**src/rtl/serial_add_ctrl_pkg.sv**
```systemverilog
// Shared definitions for the bit-serial adder controller: FSM encoding,
// legal WIDTH range and a helper that checks WIDTH against it.
package serial_add_ctrl_pkg;

  // Two-state controller: waiting for a start request, or shifting bits.
  typedef enum logic {
    S_IDLE = 1'b0,
    S_RUN  = 1'b1
  } state_t;

  localparam int WIDTH_MIN = 2;
  localparam int WIDTH_MAX = 32;

  // True when the operand width is inside the supported range.
  function automatic bit width_ok(input int w);
    return (w >= WIDTH_MIN) && (w <= WIDTH_MAX);
  endfunction

endpackage

```
**src/rtl/serial_add_ctrl_fa.sv**
```systemverilog
// One-bit full adder built from two half adders and an OR gate for the
// carry. Purely combinational; the controller uses a single instance.

// Half adder: sum is the XOR and carry is the AND of the two inputs.
module serial_add_ctrl_ha (
  input  logic a,
  input  logic b,
  output logic s,
  output logic c
);
  assign s = a ^ b;
  assign c = a & b;
endmodule

module serial_add_ctrl_fa (
  input  logic a,
  input  logic b,
  input  logic cin,
  output logic s,
  output logic cout
);
  logic s1;
  logic c1;
  logic c2;

  // First stage adds the operand bits, second stage folds in the carry.
  serial_add_ctrl_ha u_ha1 (
    .a (a),
    .b (b),
    .s (s1),
    .c (c1)
  );

  serial_add_ctrl_ha u_ha2 (
    .a (s1),
    .b (cin),
    .s (s),
    .c (c2)
  );

  // At most one of the two stages can generate a carry, so OR is enough.
  assign cout = c1 | c2;
endmodule

```
**src/rtl/serial_add_ctrl.sv**
```systemverilog
// Bit-serial unsigned adder controller. Operands are captured on an
// accepted start, fed LSB first through one full-adder slice for WIDTH
// cycles, and the result is published with a single-cycle done pulse.
//
// Handshake: i_START is a request that is only honoured while the FSM is
// in IDLE (o_BUSY low); the edge on which it is seen in IDLE is the accept
// edge and i_A/i_B are captured there. Requests while o_BUSY is high are
// dropped, not queued. o_DONE is a one-cycle strobe marking the cycle from
// which o_SUM/o_CARRY hold the new result; they then stay stable until the
// next completion or reset. A request in the o_DONE cycle is accepted, so
// with i_START held high a new operation starts every WIDTH+1 cycles.
module serial_add_ctrl
  import serial_add_ctrl_pkg::*;
#(
  parameter int WIDTH = 8
) (
  input  logic             i_CLK,
  input  logic             i_RST,
  input  logic             i_START,
  input  logic [WIDTH-1:0] i_A,
  input  logic [WIDTH-1:0] i_B,
  output logic             o_BUSY,
  output logic             o_DONE,
  output logic [WIDTH-1:0] o_SUM,
  output logic             o_CARRY,
  output state_t           dbg_state
);

  // Counter only has to reach WIDTH-1, so $clog2(WIDTH) bits suffice.
  localparam int CW = (WIDTH > 1) ? $clog2(WIDTH) : 1;
  localparam logic [CW-1:0] CNT_LAST = CW'(WIDTH - 1);

  if (!width_ok(WIDTH)) begin : g_width_err
    $error("serial_add_ctrl: WIDTH must be in 2..32");
  end

  state_t         state;
  state_t         state_next;
  logic           start_accept;
  logic           last_bit;

  logic [WIDTH-1:0] r_a;
  logic [WIDTH-1:0] r_b;
  logic [WIDTH-1:0] r_s;
  logic             r_c;
  logic [CW-1:0]    r_cnt;

  logic             slice_s;
  logic             slice_c;
  logic [WIDTH-1:0] sum_final;

  // The single adder slice always looks at the current LSBs and carry.
  serial_add_ctrl_fa u_fa (
    .a    (r_a[0]),
    .b    (r_b[0]),
    .cin  (r_c),
    .s    (slice_s),
    .cout (slice_c)
  );

  // Result as it will look once this cycle's sum bit has shifted in.
  assign sum_final = {slice_s, r_s[WIDTH-1:1]};

  // State register.
  always_ff @(posedge i_CLK or posedge i_RST) begin
    if (i_RST) begin
      state <= S_IDLE;
    end else begin
      state <= state_next;
    end
  end

  // Next-state decode plus the accept and last-bit strobes.
  always_comb begin
    state_next   = state;
    start_accept = 1'b0;
    last_bit     = 1'b0;
    case (state)
      S_IDLE: begin
        if (i_START) begin
          start_accept = 1'b1;
          state_next   = S_RUN;
        end
      end
      S_RUN: begin
        if (r_cnt == CNT_LAST) begin
          last_bit   = 1'b1;
          state_next = S_IDLE;
        end
      end
      default: state_next = S_IDLE;
    endcase
  end

  // Operand/sum shift registers, carry flop and bit counter.
  always_ff @(posedge i_CLK or posedge i_RST) begin
    if (i_RST) begin
      r_a   <= '0;
      r_b   <= '0;
      r_s   <= '0;
      r_c   <= 1'b0;
      r_cnt <= '0;
    end else if (start_accept) begin
      r_a   <= i_A;
      r_b   <= i_B;
      r_s   <= '0;
      r_c   <= 1'b0;
      r_cnt <= '0;
    end else if (state == S_RUN) begin
      r_a   <= {1'b0, r_a[WIDTH-1:1]};
      r_b   <= {1'b0, r_b[WIDTH-1:1]};
      r_s   <= sum_final;
      r_c   <= slice_c;
      r_cnt <= r_cnt + CW'(1);
    end
  end

  // Output registers: publish the result and strobe done on the last bit.
  always_ff @(posedge i_CLK or posedge i_RST) begin
    if (i_RST) begin
      o_DONE  <= 1'b0;
      o_SUM   <= '0;
      o_CARRY <= 1'b0;
    end else begin
      o_DONE <= last_bit;
      if (last_bit) begin
        o_SUM   <= sum_final;
        o_CARRY <= slice_c;
      end
    end
  end

  assign o_BUSY    = (state == S_RUN);
  assign dbg_state = state;

endmodule

```
**config.mk**
```make
export PLATFORM = sky130hd
export DESIGN_NAME = serial_add_ctrl
export DESIGN_NICKNAME = d
export VERILOG_FILES = /design/src/rtl/serial_add_ctrl_pkg.sv /design/src/rtl/serial_add_ctrl_fa.sv /design/src/rtl/serial_add_ctrl.sv
export SDC_FILE = /design/constraint.sdc
export NUM_CORES = 1
export LEC_CHECK = 0
export CAP_MARGIN = 20
export CORE_MARGIN = 10
export CORE_UTILIZATION = 51
export DETAILED_ROUTE_END_ITERATION = 12
export PLACE_DENSITY = 0.79
export SETUP_SLACK_MARGIN = 0.05
export SLEW_MARGIN = 40
export SYNTH_ARGS = -nofsm -noshare
export SYNTH_HDL_FRONTEND = slang
export SYNTH_HIERARCHICAL = 1
export SYNTH_SLANG_ARGS = --single-unit
```
**constraint.sdc**
```tcl
create_clock -name i_CLK -period 2 [get_ports i_CLK]
set_clock_uncertainty 0.2 [all_clocks]
set_input_delay 0.4 -clock i_CLK [delete_from_list [all_inputs] [get_ports i_CLK]]
set_output_delay 0.4 -clock i_CLK [all_outputs]
set_load 0.03 [all_outputs]
```
Yosys cells after proc, flatten, opt, wreduce, memory -nomap -nowiden
Index checks and enable logic that the tools add are counted.

Bits of input ports: 19. ROM bits: 0. Memories kept: 0. Bits in registers: 39. RAM bits: 0. Latch bits: 0. Output and inout bits: 12.

Equality and inequality tests: 1. Shift-type cells: 0. $mul: 0. Bitwise logic cells: 6. Div/mod/pow operators: 0. Reduce and logical (&&, ||, !) cells: 1. Add/sub/neg operators: 1. Muxes and demuxes: 16. Magnitude comparators: 0.

Operators by type and width (count): $mux W8 (6); $mux W1 (7); $mux W3 (2); $add A3 B1 Y3 const B (1); $eq A3 B3 Y1 const B (1); $and A1 B1 Y1 (2); $pmux W1 S2 (1); $reduce_bool A2 Y1 (1); $xor A1 B1 Y1 (2); $not A1 Y1 (1); $or A1 B1 Y1 (1).

Longest topological paths before layout
Word-level depth: 5. Gate-level depth with buffers: 5.

Modules after synthesis
The synthesis kept the hierarchy.

By module, submodules not included: serial_add_ctrl (area each 1685.4 um^2, seq. area each 950.9 um^2, cells each 137, instances 1); serial_add_ctrl_ha (area each 12.5 um^2, seq. area each 0.0 um^2, cells each 1, instances 2); serial_add_ctrl_fa (area each 6.3 um^2, seq. area each 0.0 um^2, cells each 1, instances 1).

Worst setup path after synthesis
OpenSTA, ideal clock, no wires.

Path kind: register to register. Start point: register r_a[0]. End point: register o_CARRY. Stages on the path, launching flop included: 5. Path slack: 369 ps. Arrival: 1306 ps. Library setup time: 125 ps. Path through: dfrtp_1 -> ha_1 -> ha_1 -> or2_1 -> mux2_4.

Cells in the longest elaborated chain, start to end: 3.

RTL lines: from (decl) (RTL line serial_add_ctrl.sv:42) `logic [WIDTH-1:0] r_a;`; from (signal assigned) (RTL line serial_add_ctrl.sv:104) `r_a <= i_A;`; from (signal assigned) (RTL line serial_add_ctrl.sv:110) `r_a <= {1'b0, r_a[WIDTH-1:1]};`; $xor A1 B1 Y1 (RTL line serial_add_ctrl_fa.sv:11) `assign s = a ^ b;`; via u_fa.s1 (RTL line serial_add_ctrl_fa.sv:22) `logic s1;`; $and A1 B1 Y1 (RTL line serial_add_ctrl_fa.sv:12) `assign c = a & b;`; via u_fa.c2 (RTL line serial_add_ctrl_fa.sv:24) `logic c2;`; $or A1 B1 Y1 (RTL line serial_add_ctrl_fa.sv:42) `assign cout = c1 | c2;`; via slice_c (RTL line serial_add_ctrl.sv:49) `logic slice_c;`; to (signal assigned) (RTL line serial_add_ctrl.sv:128) `o_CARRY <= slice_c;`; to (decl) (RTL line serial_add_ctrl.sv:25) `output logic o_CARRY,`.

The timed path passes the listed nets, and every way through them passes these cells. A chain may end at the register's enable or synchronous reset.

Worst setup path after layout
Ends and elaborated chain as after synthesis.

==> out/summary.txt <==
Gr ovfl total - 0
Die area - 6090 um2
Worst Path Required - 2.04 ns
Initial antenna violation count - 0
Rows - 21
Die Height - 78.0 um
Largest delay share family, worst path - adder cells
EDFF count, synth - 0
Sequential standard cell area - 951 um2
Seq/Total Area, Yosys - 55.4%
Clock Sinks - 38
Clk root buf - clkbuf_4
Max-slew headroom - 79.4%
VDD IR max - 0.604 mV
Post-Syn Area - 1720 um2
Critical path arrival - 1.75 ns
1st-iter DRT viols - 54
Detail Placement HPWL - 2.27 mm
Post-synth top area share - 55.4%
Yosys reg bits - 38
Met3 Use GR - 4.33%
Pleak - 1.03 nW
Cell taking the most area after synthesis - dfrtp_1
Max clock buf depth - 2
Final setup TNS - 0 ns
Core box area - 3280 um2
Status - finished clean
Port bufs - 30
Die W - 78.0 um
Adder-cell share of the synthesized area - 2.92%
Share of cells above drive strength 1 - 14.5%
Final ANT Viol Nets - 0
FFs w/ async S/R, synth - 100%
Worst-Margin Slew - 0.310 ns
Largest stage delay, worst path - 0.40 ns
Mux contribution to synthesized area - 17.9%
Critical path capture point type - flop
Netlist cell types - 19
First-pass GRT wire length - 5.04 mm
RR Endpoint - o_CARRY
Syn nets - 163
Vias in the first global route - 1143
Power Total - 2.82 mW
Ys flop type - dfrtp_1
Detailed Routing Iterations Pass 1 - 4
DRC viols - 0
CP most frequent cell - ha_1
Top post-synthesis cells by count - 38 x dfrtp_1, 22 x nand2_1, 18 x o21ai_1
Largest net degree at the start of global routing - 36
Synth Area in Compound Gates - 7.73%
Synth Area in XOR/XNOR - 0%
Max-cap violations - 0
CTS tree - done
Worst-Skew Late Latency - 0.34 ns
Final Max Tran Viols - 0
Met2 Track Usage GR - 16.6%
ANT cells - 0
Average routed wire per standard cell - 13.8 um
Num ports - 31
Inserted Clock Buffers - 5
Reg2Reg Depth - 4
# setup viols final - 0
Via density - 4.94
Vias - 1076
Top-count cell post-synth - dfrtp_1
Syn Area/Cell - 12.3 um2
CP Buf/Inv Count - 0
Most Crowded Layer GR - met2
Hold_buf cts - 0
Post-Synth Simple-Gate Area - 9.40%
Synth warn - 6
Worst Setup Start Kind - flop
Placed Area - 2020 um2
Final wirelength - 3.01 mm
Final Hold Viols - 0
CTS clk-pin slew, worst paths - 0.10 ns
Final period utilization - 85.7%
CP Cell Sequence - ha_1, ha_1, or2_1, mux2_4
Final min period - 1.71 ns
Fmax - 583 MHz
GP Congestion - 0.723
R2r setup slk - 0.29 ns
RSZ-0062 raised after global routing - no
GRT Resource Usage Total - 10.3%
Critical path's slowest cell - dfrtp_1
Grt met1 use - 11.3%
Crit Path Category - reg -> reg
Area contributors post-synth - dfrtp_1 55%, mux2i_1 9.3%, mux2_4 7.9%
Post-route cell area - 2060 um2
Area Overhead vs Synth - 19.9%
Post-synthesis instance total - 140
Largest family of logic cells by synthesized area - multiplexers
P per Cell Area - 1370 nW/um2
Final Net Count - 196
Worst Hold Class - in -> async
Multi-input combinational cell area - 651 um2
H-tree levels - 2
Critical Path Fanout Max - 2
Worst r2r src - r_a[0]
Starting Density - 52.3%
# fillers - 265
## metrics by stage
| stage | instances | setup slack [ns] | util, % | hold WS [ns] |
|---|---|---|---|---|
| 3_3_place_gp | 212 | 0.219 | 61.5 | 0.263 |
| 2_1_floorplan | 140 | 0.369 | - | 0.248 |
| 4_1_cts | 218 | 0.265 | 62.7 | 0.195 |
| 6_report | 218 | 0.285 | 62.7 | 0.190 |
| 3_5_place_dp | 212 | 0.146 | 61.5 | 0.275 |
| 5_1_grt | 218 | 0.216 | 62.7 | 0.226 |
## power by group
part,internal [mW],switching [mW]
registers,1.07,0.185
logic,0.542,0.633
clock network,0.158,0.229
total,1.77,1.05
## routing by layer
metal,vias to the layer above,part of all wire [%]
met5,-,0
met4,0,2.6
met3,8,6.6
met2,27,45
met1,506,46
li1,535,-
## state kept, by name, indices dropped and copies added (netlist names)
name       flops
o_CARRY        1
dbg_state      1
r_cnt          3
r_b            8
r_a            8
o_SUM          8
r_c            1
r_s            7
o_DONE         1
## logic make-up after synthesis
kind of cell,count (synthesis)
flops,38
simple gates,35
mux,26
compound gates,25
buf+inv,12
fa+ha+maj,4
## worst max-delay path by stage
stage | start | to | slack, ns | depth (start not counted)
after global placement | i_START | r_b[6] | 0.22 | 4
after floorplan | r_a[0] | o_CARRY | 0.37 | 4
after detailed placement | i_START | r_a[1] | 0.15 | 4
after CTS | o_SUM[2] | o_SUM[2] | 0.27 | 1
after global routing | o_SUM[7] | o_SUM[7] | 0.22 | 1
final | r_a[0] | o_CARRY | 0.29 | 4
## tightest hold or removal path: stages
cell	delay [ns]
clkdlybuf4s50_1	0.40
inv_1	0.07
buf_4	0.23
## cell usage in the layout (no fill, tap or decap)
cell / Yosys / final
o21ai_1: 18 / 18
o21ai_0: 4 / 4
clkbuf_8: 0 / 1
dfrtp_1: 38 / 38
clkbuf_4: 0 / 5
a22o_1: 2 / 2
nor2_1: 3 / 3
inv_1: 2 / 2
mux2_4: 9 / 9
a21oi_1: 1 / 1
clkdlybuf4s50_1: 0 / 18
buf_12: 1 / 1
buf_4: 2 / 7
or2_1: 1 / 1
nand2_1: 22 / 22
nand2b_1: 8 / 8
mux2i_1: 16 / 16
dlygate4sd2_1: 0 / 10
mux2_2: 1 / 1
ha_1: 4 / 4
nand2_4: 1 / 1
## cell type report
| cell class | instances | area share [%] |
|---|---|---|
| Clock buffer | 6 | 2.49 |
| Timing Repair Buffer | 36 | 16.5 |
| Multi-Input combinational cell | 90 | 31.6 |
| Sequential cell | 38 | 46.2 |
| Tap cell | 46 | 2.80 |
| Inverter | 2 | 0.365 |
## what timing repair did
| action | in CTS | in global routing |
|---|---|---|
| endpoints found under the setup margin | 10 | 0 |
| resized for setup | 10 | 0 |
| buffers inserted | 0 | 0 |
No activity file was read; power rests on OpenSTA's default activity.
